### src/rtl/snpu_pkg.sv
// SNPU shared definitions: policy-unit op codes and sequencer states.
// Imported by the legislative sequencer and its command port.
package snpu_pkg;

    localparam logic [2:0] OP_RESET         = 3'd0;
    localparam logic [2:0] OP_PLAYER_RESET  = 3'd1;
    localparam logic [2:0] OP_PLAYER_GET    = 3'd2;
    localparam logic [2:0] OP_SHUFFLE       = 3'd3;
    localparam logic [2:0] OP_HAND_DISPLAY  = 3'd4;
    localparam logic [2:0] OP_HAND_DISCARD  = 3'd5;
    localparam logic [2:0] OP_HAND_PLAY     = 3'd6;
    localparam logic [2:0] OP_BOARD_DISPLAY = 3'd7;

    localparam int DECK_SIZE_DEFAULT = 17;

    typedef enum logic [3:0] {
        ST_IDLE,
        ST_NEWG,
        ST_SHUF,
        ST_DISP3,
        ST_WAIT_PRES,
        ST_DISC,
        ST_DISP2,
        ST_WAIT_CHAN,
        ST_PLAY,
        ST_BOARD
    } state_t;

endpackage

### src/rtl/snpu_cmd_port.sv
// Command port toward the policy unit: issue, hold under backpressure,
// then wait for the single response before accepting the next request.
module snpu_cmd_port (
    input  logic       clk,
    input  logic       rst_n,
    input  logic       req,
    input  logic [2:0] req_op,
    input  logic [4:0] req_arg,
    output logic       cmd_valid,
    input  logic       cmd_ready,
    output logic [2:0] cmd_op,
    output logic [4:0] cmd_arg,
    input  logic       rsp_valid,
    input  logic [7:0] rsp_data,
    output logic       done,
    output logic [7:0] data
);

    logic waiting;

    // Responses arriving while not waiting are simply not seen.
    assign done = waiting & rsp_valid;
    assign data = rsp_data;

    always_ff @(posedge clk or negedge rst_n) begin
        if (!rst_n) begin
            cmd_valid <= 1'b0;
            cmd_op    <= 3'd0;
            cmd_arg   <= 5'd0;
            waiting   <= 1'b0;
        end else if (cmd_valid) begin
            if (cmd_ready) begin
                cmd_valid <= 1'b0;
                waiting   <= 1'b1;
            end
        end else if (waiting) begin
            if (rsp_valid) begin
                waiting <= 1'b0;
            end
        end else if (req) begin
            cmd_valid <= 1'b1;
            cmd_op    <= req_op;
            cmd_arg   <= req_arg;
        end
    end

endmodule

### src/rtl/snpu_legislative_sequencer.sv
// Legislative session sequencer: drives the policy unit through one
// session per start, mirroring stack count, board state and game end.
module snpu_legislative_sequencer
    import snpu_pkg::*;
#(
    parameter int SHUFFLE_PASSES = 4,
    parameter int WIN_ONES       = 5,
    parameter int WIN_ZEROS      = 6,
    parameter int DECK_SIZE      = DECK_SIZE_DEFAULT
) (
    input  logic       clk,
    input  logic       rst_n,
    input  logic       new_game,
    input  logic       session_start,
    input  logic       sel_valid,
    input  logic [1:0] sel_idx,
    output logic       cmd_valid,
    input  logic       cmd_ready,
    output logic [2:0] cmd_op,
    output logic [4:0] cmd_arg,
    input  logic       rsp_valid,
    input  logic [7:0] rsp_data,
    output logic [2:0] hand_cards,
    output logic       pres_turn,
    output logic       chan_turn,
    output logic [3:0] board_ones,
    output logic [3:0] board_zeros,
    output logic [4:0] stack_cnt,
    output logic       busy,
    output logic       sel_err,
    output logic       game_over,
    output logic       winner
);

    localparam logic [4:0] DECK5   = 5'(DECK_SIZE);
    localparam logic [3:0] PASSES4 = 4'(SHUFFLE_PASSES);
    localparam logic [3:0] WIN1    = 4'(WIN_ONES);
    localparam logic [3:0] WIN0    = 4'(WIN_ZEROS);

    state_t     state;
    logic       req;
    logic [2:0] req_op;
    logic [4:0] req_arg;
    logic       done;
    logic [7:0] data;
    logic [3:0] pass_cnt;
    logic [1:0] disp_k;
    logic       ng_pend;
    logic [4:0] refill;
    logic [2:0] card_mask;
    logic [2:0] card_bit;

    assign refill    = DECK5 - {1'b0, board_ones} - {1'b0, board_zeros};
    assign card_mask = ~(3'b001 << disp_k);
    assign card_bit  = {2'b00, data[0]} << disp_k;
    assign busy      = (state != ST_IDLE);

    snpu_cmd_port u_port (
        .clk       (clk),
        .rst_n     (rst_n),
        .req       (req),
        .req_op    (req_op),
        .req_arg   (req_arg),
        .cmd_valid (cmd_valid),
        .cmd_ready (cmd_ready),
        .cmd_op    (cmd_op),
        .cmd_arg   (cmd_arg),
        .rsp_valid (rsp_valid),
        .rsp_data  (rsp_data),
        .done      (done),
        .data      (data)
    );

    always_ff @(posedge clk or negedge rst_n) begin
        if (!rst_n) begin
            state       <= ST_IDLE;
            req         <= 1'b0;
            req_op      <= OP_RESET;
            req_arg     <= 5'd0;
            pass_cnt    <= 4'd0;
            disp_k      <= 2'd0;
            ng_pend     <= 1'b0;
            hand_cards  <= 3'd0;
            pres_turn   <= 1'b0;
            chan_turn   <= 1'b0;
            board_ones  <= 4'd0;
            board_zeros <= 4'd0;
            stack_cnt   <= DECK5;
            sel_err     <= 1'b0;
            game_over   <= 1'b0;
            winner      <= 1'b0;
        end else begin
            req     <= 1'b0;
            sel_err <= 1'b0;
            if (new_game && state != ST_IDLE) begin
                ng_pend <= 1'b1;
            end
            if (sel_valid && state != ST_WAIT_PRES && state != ST_WAIT_CHAN) begin
                sel_err <= 1'b1;
            end
            unique case (state)
                ST_IDLE: begin
                    // A pending or fresh new_game takes priority over a start.
                    if (new_game || ng_pend) begin
                        ng_pend <= 1'b0;
                        req     <= 1'b1;
                        req_op  <= OP_RESET;
                        req_arg <= 5'd0;
                        state   <= ST_NEWG;
                    end else if (session_start && !game_over) begin
                        req     <= 1'b1;
                        req_arg <= 5'd0;
                        if (stack_cnt < 5'd3) begin
                            pass_cnt <= 4'd1;
                            req_op   <= OP_SHUFFLE;
                            state    <= ST_SHUF;
                        end else begin
                            disp_k <= 2'd0;
                            req_op <= OP_HAND_DISPLAY;
                            state  <= ST_DISP3;
                        end
                    end
                end
                ST_NEWG: begin
                    if (done) begin
                        board_ones  <= 4'd0;
                        board_zeros <= 4'd0;
                        game_over   <= 1'b0;
                        winner      <= 1'b0;
                        stack_cnt   <= DECK5;
                        state       <= ST_IDLE;
                    end
                end
                ST_SHUF: begin
                    if (done) begin
                        req     <= 1'b1;
                        req_arg <= 5'd0;
                        if (pass_cnt == PASSES4) begin
                            stack_cnt <= refill;
                            disp_k    <= 2'd0;
                            req_op    <= OP_HAND_DISPLAY;
                            state     <= ST_DISP3;
                        end else begin
                            pass_cnt <= pass_cnt + 4'd1;
                            req_op   <= OP_SHUFFLE;
                        end
                    end
                end
                ST_DISP3: begin
                    if (done) begin
                        hand_cards <= (hand_cards & card_mask) | card_bit;
                        if (disp_k == 2'd2) begin
                            pres_turn <= 1'b1;
                            state     <= ST_WAIT_PRES;
                        end else begin
                            disp_k  <= disp_k + 2'd1;
                            req     <= 1'b1;
                            req_op  <= OP_HAND_DISPLAY;
                            req_arg <= {3'd0, disp_k + 2'd1};
                        end
                    end
                end
                ST_WAIT_PRES: begin
                    if (sel_valid) begin
                        if (sel_idx != 2'd3) begin
                            pres_turn <= 1'b0;
                            req       <= 1'b1;
                            req_op    <= OP_HAND_DISCARD;
                            req_arg   <= {3'd0, sel_idx};
                            state     <= ST_DISC;
                        end else begin
                            sel_err <= 1'b1;
                        end
                    end
                end
                ST_DISC: begin
                    if (done) begin
                        hand_cards <= hand_cards & 3'b011;
                        disp_k     <= 2'd0;
                        req        <= 1'b1;
                        req_op     <= OP_HAND_DISPLAY;
                        req_arg    <= 5'd0;
                        state      <= ST_DISP2;
                    end
                end
                ST_DISP2: begin
                    if (done) begin
                        hand_cards <= (hand_cards & card_mask) | card_bit;
                        if (disp_k == 2'd1) begin
                            chan_turn <= 1'b1;
                            state     <= ST_WAIT_CHAN;
                        end else begin
                            disp_k  <= 2'd1;
                            req     <= 1'b1;
                            req_op  <= OP_HAND_DISPLAY;
                            req_arg <= 5'd1;
                        end
                    end
                end
                ST_WAIT_CHAN: begin
                    if (sel_valid) begin
                        if (!sel_idx[1]) begin
                            chan_turn <= 1'b0;
                            req       <= 1'b1;
                            req_op    <= OP_HAND_PLAY;
                            req_arg   <= {3'd0, sel_idx};
                            state     <= ST_PLAY;
                        end else begin
                            sel_err <= 1'b1;
                        end
                    end
                end
                ST_PLAY: begin
                    if (done) begin
                        req     <= 1'b1;
                        req_op  <= OP_BOARD_DISPLAY;
                        req_arg <= 5'd0;
                        state   <= ST_BOARD;
                    end
                end
                ST_BOARD: begin
                    if (done) begin
                        board_ones  <= data[7:4];
                        board_zeros <= data[3:0];
                        stack_cnt   <= (stack_cnt < 5'd3) ? 5'd0 : stack_cnt - 5'd3;
                        // Ones win is checked before zeros.
                        if (data[7:4] >= WIN1) begin
                            game_over <= 1'b1;
                            winner    <= 1'b1;
                        end else if (data[3:0] >= WIN0) begin
                            game_over <= 1'b1;
                            winner    <= 1'b0;
                        end
                        state <= ST_IDLE;
                    end
                end
                default: state <= ST_IDLE;
            endcase
        end
    end

endmodule
### config.mk
export PLATFORM = sky130hd
export DESIGN_NAME = snpu_legislative_sequencer
export DESIGN_NICKNAME = d
export VERILOG_FILES = /design/src/rtl/snpu_pkg.sv /design/src/rtl/snpu_cmd_port.sv /design/src/rtl/snpu_legislative_sequencer.sv
export SDC_FILE = /design/constraint.sdc
export NUM_CORES = 1
export LEC_CHECK = 0
export ABC_AREA = 1
export CORE_UTILIZATION = 45
export DETAILED_ROUTE_END_ITERATION = 7
export HOLD_SLACK_MARGIN = 0.15
export PLACE_DENSITY = 0.81
export RECOVER_POWER = 100
export SYNTH_ARGS = -nofsm -noshare
export SYNTH_HDL_FRONTEND = slang
export SYNTH_HIERARCHICAL = 1
export SYNTH_SLANG_ARGS = --single-unit
### constraint.sdc
create_clock -name clk -period 1.6 [get_ports clk]
set_input_delay 0.32 -clock clk [delete_from_list [all_inputs] [get_ports clk]]
set_output_delay 0.32 -clock clk [all_outputs]
set_load 0.05 [all_outputs]
== Word-level counts from Yosys, hierarchy flattened ==
Cells that the tools add are included.
Widths: inputs -> output; s select.

* $add $sub $neg: 5
* Order comparisons: 3
* Equality and inequality tests: 42
* Shifts and indexed selects: 2
* Muxes and demuxes: 123
* Bitwise operators: 7
* Reduce and logical (&&, ||, !) cells: 33

{| class="wikitable"
|+ Operators by type and width
! kind !! count
|-
| $mux 4 || 22
|-
| $mux 5 || 16
|-
| $mux 3 || 17
|-
| $ne 2x2->1 const B || 23
|-
| $mux 1 || 43
|-
| $pmux 4 s9 || 1
|-
| $pmux 5 s6 || 1
|-
| $pmux 3 s8 || 1
|-
| $pmux 4 s2 || 3
|-
| $reduce_and 11->1 || 2
|-
| $eq 4x3->1 const B || 5
|-
| $mux 2 || 10
|-
| $pmux 5 s3 || 1
|-
| $reduce_and 5->1 || 3
|-
| $reduce_and 14->1 || 1
|-
| $reduce_and 13->1 || 1
|-
| $reduce_and 3->1 || 4
|-
| $pmux 1 s2 || 5
|-
| $pmux 2 s5 || 1
|-
| $reduce_bool 2->1 || 5
|-
| $eq 4x2->1 const B || 2
|-
| $eq 4x4->1 const B || 2
|-
| $ge 4x3->1 const B || 2
|-
| $ne 4x3->1 const B || 2
|-
| other kinds (33) || 42
|}

* Flip-flop bits (word level): 51
* Input port bits: 17
* Output and inout port bits: 31
* Logic and storage cells: 236

== Longest topological paths before layout ==
* Word-level depth: 7
* Depth in mapped cells: 11
* Mapped depth without buffers: 11

== By module ==
The synthesis kept the hierarchy.

{| class="wikitable"
|+ Modules (own cells, without submodules)
! module !! times used !! cells an instance !! area each (um^2) !! sequential area each (um^2)
|-
| snpu_legislative_sequencer || 1 || 338 || 2447.3 || 953.4
|-
| snpu_cmd_port || 1 || 53 || 469.2 || 250.2
|}

== Worst setup path before layout ==
No wires, ideal clock.

* Kind: register -> register
* From: register board_zeros[1]
* To: register stack_cnt[3]
* Library setup time: 123 ps
* Arrival time: 1882 ps
* Data required time: 1477 ps
* Setup slack: -405 ps
* Cell stages (with the launch flop): 11
* Path buffers: 0
* Clock period less this slack: 2005 ps
* Cell sequence: dfrtp_1 ha_1 inv_1 ha_1 inv_1 fa_1 xnor2_1 nand2_1 o21ai_0 nand2_1 nand2_1

* Cells in the longest elaborated chain, start to end: 4

{| class="wikitable"
|+ RTL lines
! item !! RTL line !! text
|-
| start, declared || snpu_legislative_sequencer.sv:27 || <nowiki>output logic [3:0] board_zeros,</nowiki>
|-
| start signal, assigned || snpu_legislative_sequencer.sv:224 || <nowiki>board_zeros <= data[3:0];</nowiki>
|-
| $sub 5x4->5 || snpu_legislative_sequencer.sv:53 || <nowiki>assign refill = DECK5 - {1'b0, board_ones} - {1'b0, board_zeros};</nowiki>
|-
| $mux 5 || snpu_legislative_sequencer.sv:138 || <nowiki>if (pass_cnt == PASSES4) begin</nowiki>
|-
| $mux 5 || snpu_legislative_sequencer.sv:135 || <nowiki>if (done) begin</nowiki>
|-
| $pmux 5 s3 || snpu_legislative_sequencer.sv:101 || <nowiki>unique case (state)</nowiki>
|-
| end signal, assigned || snpu_legislative_sequencer.sv:139 || <nowiki>stack_cnt <= refill;</nowiki>
|-
| end signal, assigned || snpu_legislative_sequencer.sv:225 || <nowiki>stack_cnt <= (stack_cnt < 5'd3) ? 5'd0 : stack_cnt - 5'd3;</nowiki>
|-
| end, declared || snpu_legislative_sequencer.sv:28 || <nowiki>output logic [4:0] stack_cnt,</nowiki>
|}

Every way passes these cells. The select of a mux whose other input is x is not followed.
A chain may end at the register's enable or synchronous reset.

== Worst setup path after layout ==
Same ends and word-level chain as after synthesis.

==> flow_summary_export.csv <==
group,metric,value,unit
flow_run,cap_violations,0,
cells_and_area,multiInputGateArea,0.00195,sq mm
route,routed_wl,11.0,mm
place,gp_congestion,0.955,
cts,clk_latency,0.33,ns
floorplan,start_util,0.478,
grt,gr-total-overflow,0,
status,violations,"setup timing",
hold_path,min-delay-start,"u_port/cmd_arg[4]",
sta,max_slew.worst_pin.slew,0.534,ns
worst_setup_path,path_max_fanout,2,
route,via_count,3485,
grt,antenna_found_initial,0,
synth,ys_seq_area_frac,0.413,
worst_setup_path,r2r_start,"board_zeros[1]",
floorplan,die_w,82.5,um
synth,synth-seq-cells,48,
power,ir_drop,1.35,mV
worst_setup_path,start_kind,"register",
worst_setup_path,end_kind,"register",
cts,clk_pin_slew,0.10,ns
cts,cts_buffers,5,
cells_and_area,syn_to_final_growth,61.2,%
cells_and_area,drive_gt1_frac,0.439,
cts,root_buffer,"clkbuf_8",
hold_path,hold_class,"reg2reg",
floorplan,rows,28,
worst_setup_path,critPathKind,"reg2reg",
place,dp_hpwl,5.94,mm
worst_setup_path,r2r_slack,-0.22,ns
sta,fin_crit_sh,1.14,
power,powerDensity,2210,mW/mm^2
grt,grt_pass1_vias,2999,
synth,syn_inst,391,
route,viasPerCell,5.91,
hold_path,holdPathStages,2,
route,drc,0,
place,post-place-ws,-0.296,ns
hold_path,hold_end,"u_port/cmd_arg[4]",
sta,relSlewSlack,0.644,
cells_and_area,final_common_cell,"nand2_1",
grt,grt_first_pass_wirelength,13.2,mm
sta,finalSetupViolations,22,
floorplan,coreArea,0.00610,sq mm
floorplan,dieArea,0.00681,sq mm
cells_and_area,final_cell_mix,"nand2_1 (102), buf_4 (60), dfrtp_1 (33)",
sta,drv_slew,0,
worst_setup_path,cp.arrival,2.03,ns
sta,hold_viol,0,
floorplan,ios,48,
place,io_buffers,47,
cells_and_area,n_antenna_cell,0,
route,dr.pass1.iters,6,
worst_setup_path,r2r_end,"stack_cnt[3]",
worst_setup_path,rr_worst_depth,10,
sta,rsz0062_at_grt,"true",
synth,synth_cell_types,36,
cts,clk_path_buf_depth,2,
sta,setup_tns,-1.80,ns
status,status,"finished, violations left",
route,wl_per_cell,18.7,um
sta,fin_skew,0.0100,ns
floorplan,die-height,82.5,um
cts,clock_sinks,48,
worst_setup_path,required,1.82,ns
synth,ys.warnings.count,6,
sta,fmax,550,MHz
route,drtIter0Drc,273,
grt,grt_max_degree,23,
power,leakagePower,2.46,nW
grt,grt_usage,0.260,
cells_and_area,nFillCells,390,
synth,synth.avg_cell_area,7.46,sq um
cts,htreeDepth,2,
sta,worst_slack,-0.218,ns
route,detail-route-antenna-nets,0,
power,p_total,10.4,mW
cells_and_area,nNetsFinal,545,
cts,cts_tree,"built",
cells_and_area,seqCellArea,0.00122,sq mm
sta,min_period,1.82,ns
synth,syn_area,0.00292,sq mm
layer usage:
| metal | global-route usage | share of wire | vias up | wire length [um] |
|---|---|---|---|---|
| met5 | 0 | 0 | - | 0 |
| met2 | 0.456 | 0.48 | 239 | 5280 |
| met4 | 0.102 | 0.079 | 0 | 874 |
| met3 | 0.0484 | 0.071 | 98 | 780 |
| li1 | - | - | 1500 | - |
| met1 | 0.314 | 0.37 | 1648 | 4090 |
metrics by stage:
step	cell area, sq um	utilization	instances	hold WS [ns]
6_report	4700	0.771	590	0.478
4_1_cts	4280	0.703	570	0.486
3_5_place_dp	3970	0.651	553	0.296
2_1_floorplan	2970	-	393	0.0244
5_1_grt	4700	0.771	590	0.519
3_3_place_gp	3970	0.651	553	0.297
layout make-up:
class | instances | share of cell area
Timing Repair Buffer | 126 | 0.238
Tap cell | 75 | 0.0200
Multi-Input combinational cell | 290 | 0.415
Clock buffer | 5 | 0.0146
Sequential cell | 48 | 0.260
Clock inverter | 3 | 0.0146
Inverter | 43 | 0.0386
Yosys cell counts, drive strengths merged:
library cell / count / area [sq um]
a21boi: 2 / 15.0
a21oi: 5 / 28.8
a22o: 1 / 8.76
buf: 12 / 82.6
nand3b: 1 / 7.51
xnor2: 2 / 17.5
dfrtp: 46 / 1150
xor2: 3 / 26.3
o21ai: 28 / 140
o22ai: 1 / 6.26
nor3: 2 / 15.0
o211ai: 1 / 7.51
conb: 1 / 3.75
a21o: 1 / 7.51
o22a: 1 / 8.76
nand4: 9 / 62.6
nand2: 133 / 522
nor2: 40 / 185
o2bb2ai: 1 / 8.76
inv: 43 / 161
dfstp: 2 / 52.6
fa: 1 / 20.0
nand3: 42 / 215
ha: 13 / 163
worst max path at each step:
stage	startpoint	end	slack [ns]	depth (start not counted)
after detailed placement	rsp_valid	state[0]	-0.30	10
final	board_zeros[1]	stack_cnt[3]	-0.22	10
after floorplan	board_zeros[1]	stack_cnt[2]	-0.26	8
after global placement	rsp_valid	state[1]	-0.24	10
after CTS	board_zeros[1]	stack_cnt[3]	-0.21	10
after global routing	board_zeros[1]	stack_cnt[3]	-0.30	10
state kept, by name (all words and copies together), names as in the netlist, 2 cells and up:
name            count
pass_cnt            4
board_ones          4
state               4
req_arg             2
stack_cnt           5
u_port/cmd_arg      5
disp_k              2
u_port/cmd_op       3
req_op              3
hand_cards          3
board_zeros         4
kinds of logic after synthesis:
logic type / count (synthesis) / synth area share
AOI/OAI and AO/OA: 41 / 0.0794
xor gates and xnor gates: 5 / 0.0150
adders and majority gates: 14 / 0.0626
buffers and inverters: 55 / 0.0837
DFF: 48 / 0.413
other: 1 / 0.00129
and+or+nand+nor: 227 / 0.345
power by group:
group          internal (mW)  switching, mW  leakage (nW)
combinational           2.93           4.33          1.79
sequential              1.66          0.349         0.609
clock                  0.630          0.470        0.0687
total                   5.22           5.15          2.46
timing repair:
| action | in CTS | in global routing |
|---|---|---|
| gates resized for setup | 35 | 111 |
| hold buffers | 1 | 0 |
| endpoints found under the setup margin | 18 | 33 |
| cloned | 0 | 0 |
| setup buffers | 9 | 21 |
| pin swaps | 6 | 40 |
| endpoints found under the hold margin | 15 | 0 |
critical path, stage by stage (launching register included):
cell and delay, ns:
dfrtp_2 0.44, ha_4 0.24, inv_2 0.06, ha_4 0.13
inv_2 0.04, fa_2 0.35, xnor2_2 0.15, nand2_1 0.09
o21ai_2 0.07, nand2_1 0.09, nand2_1 0.05
(Power assumes the default switching activity.)
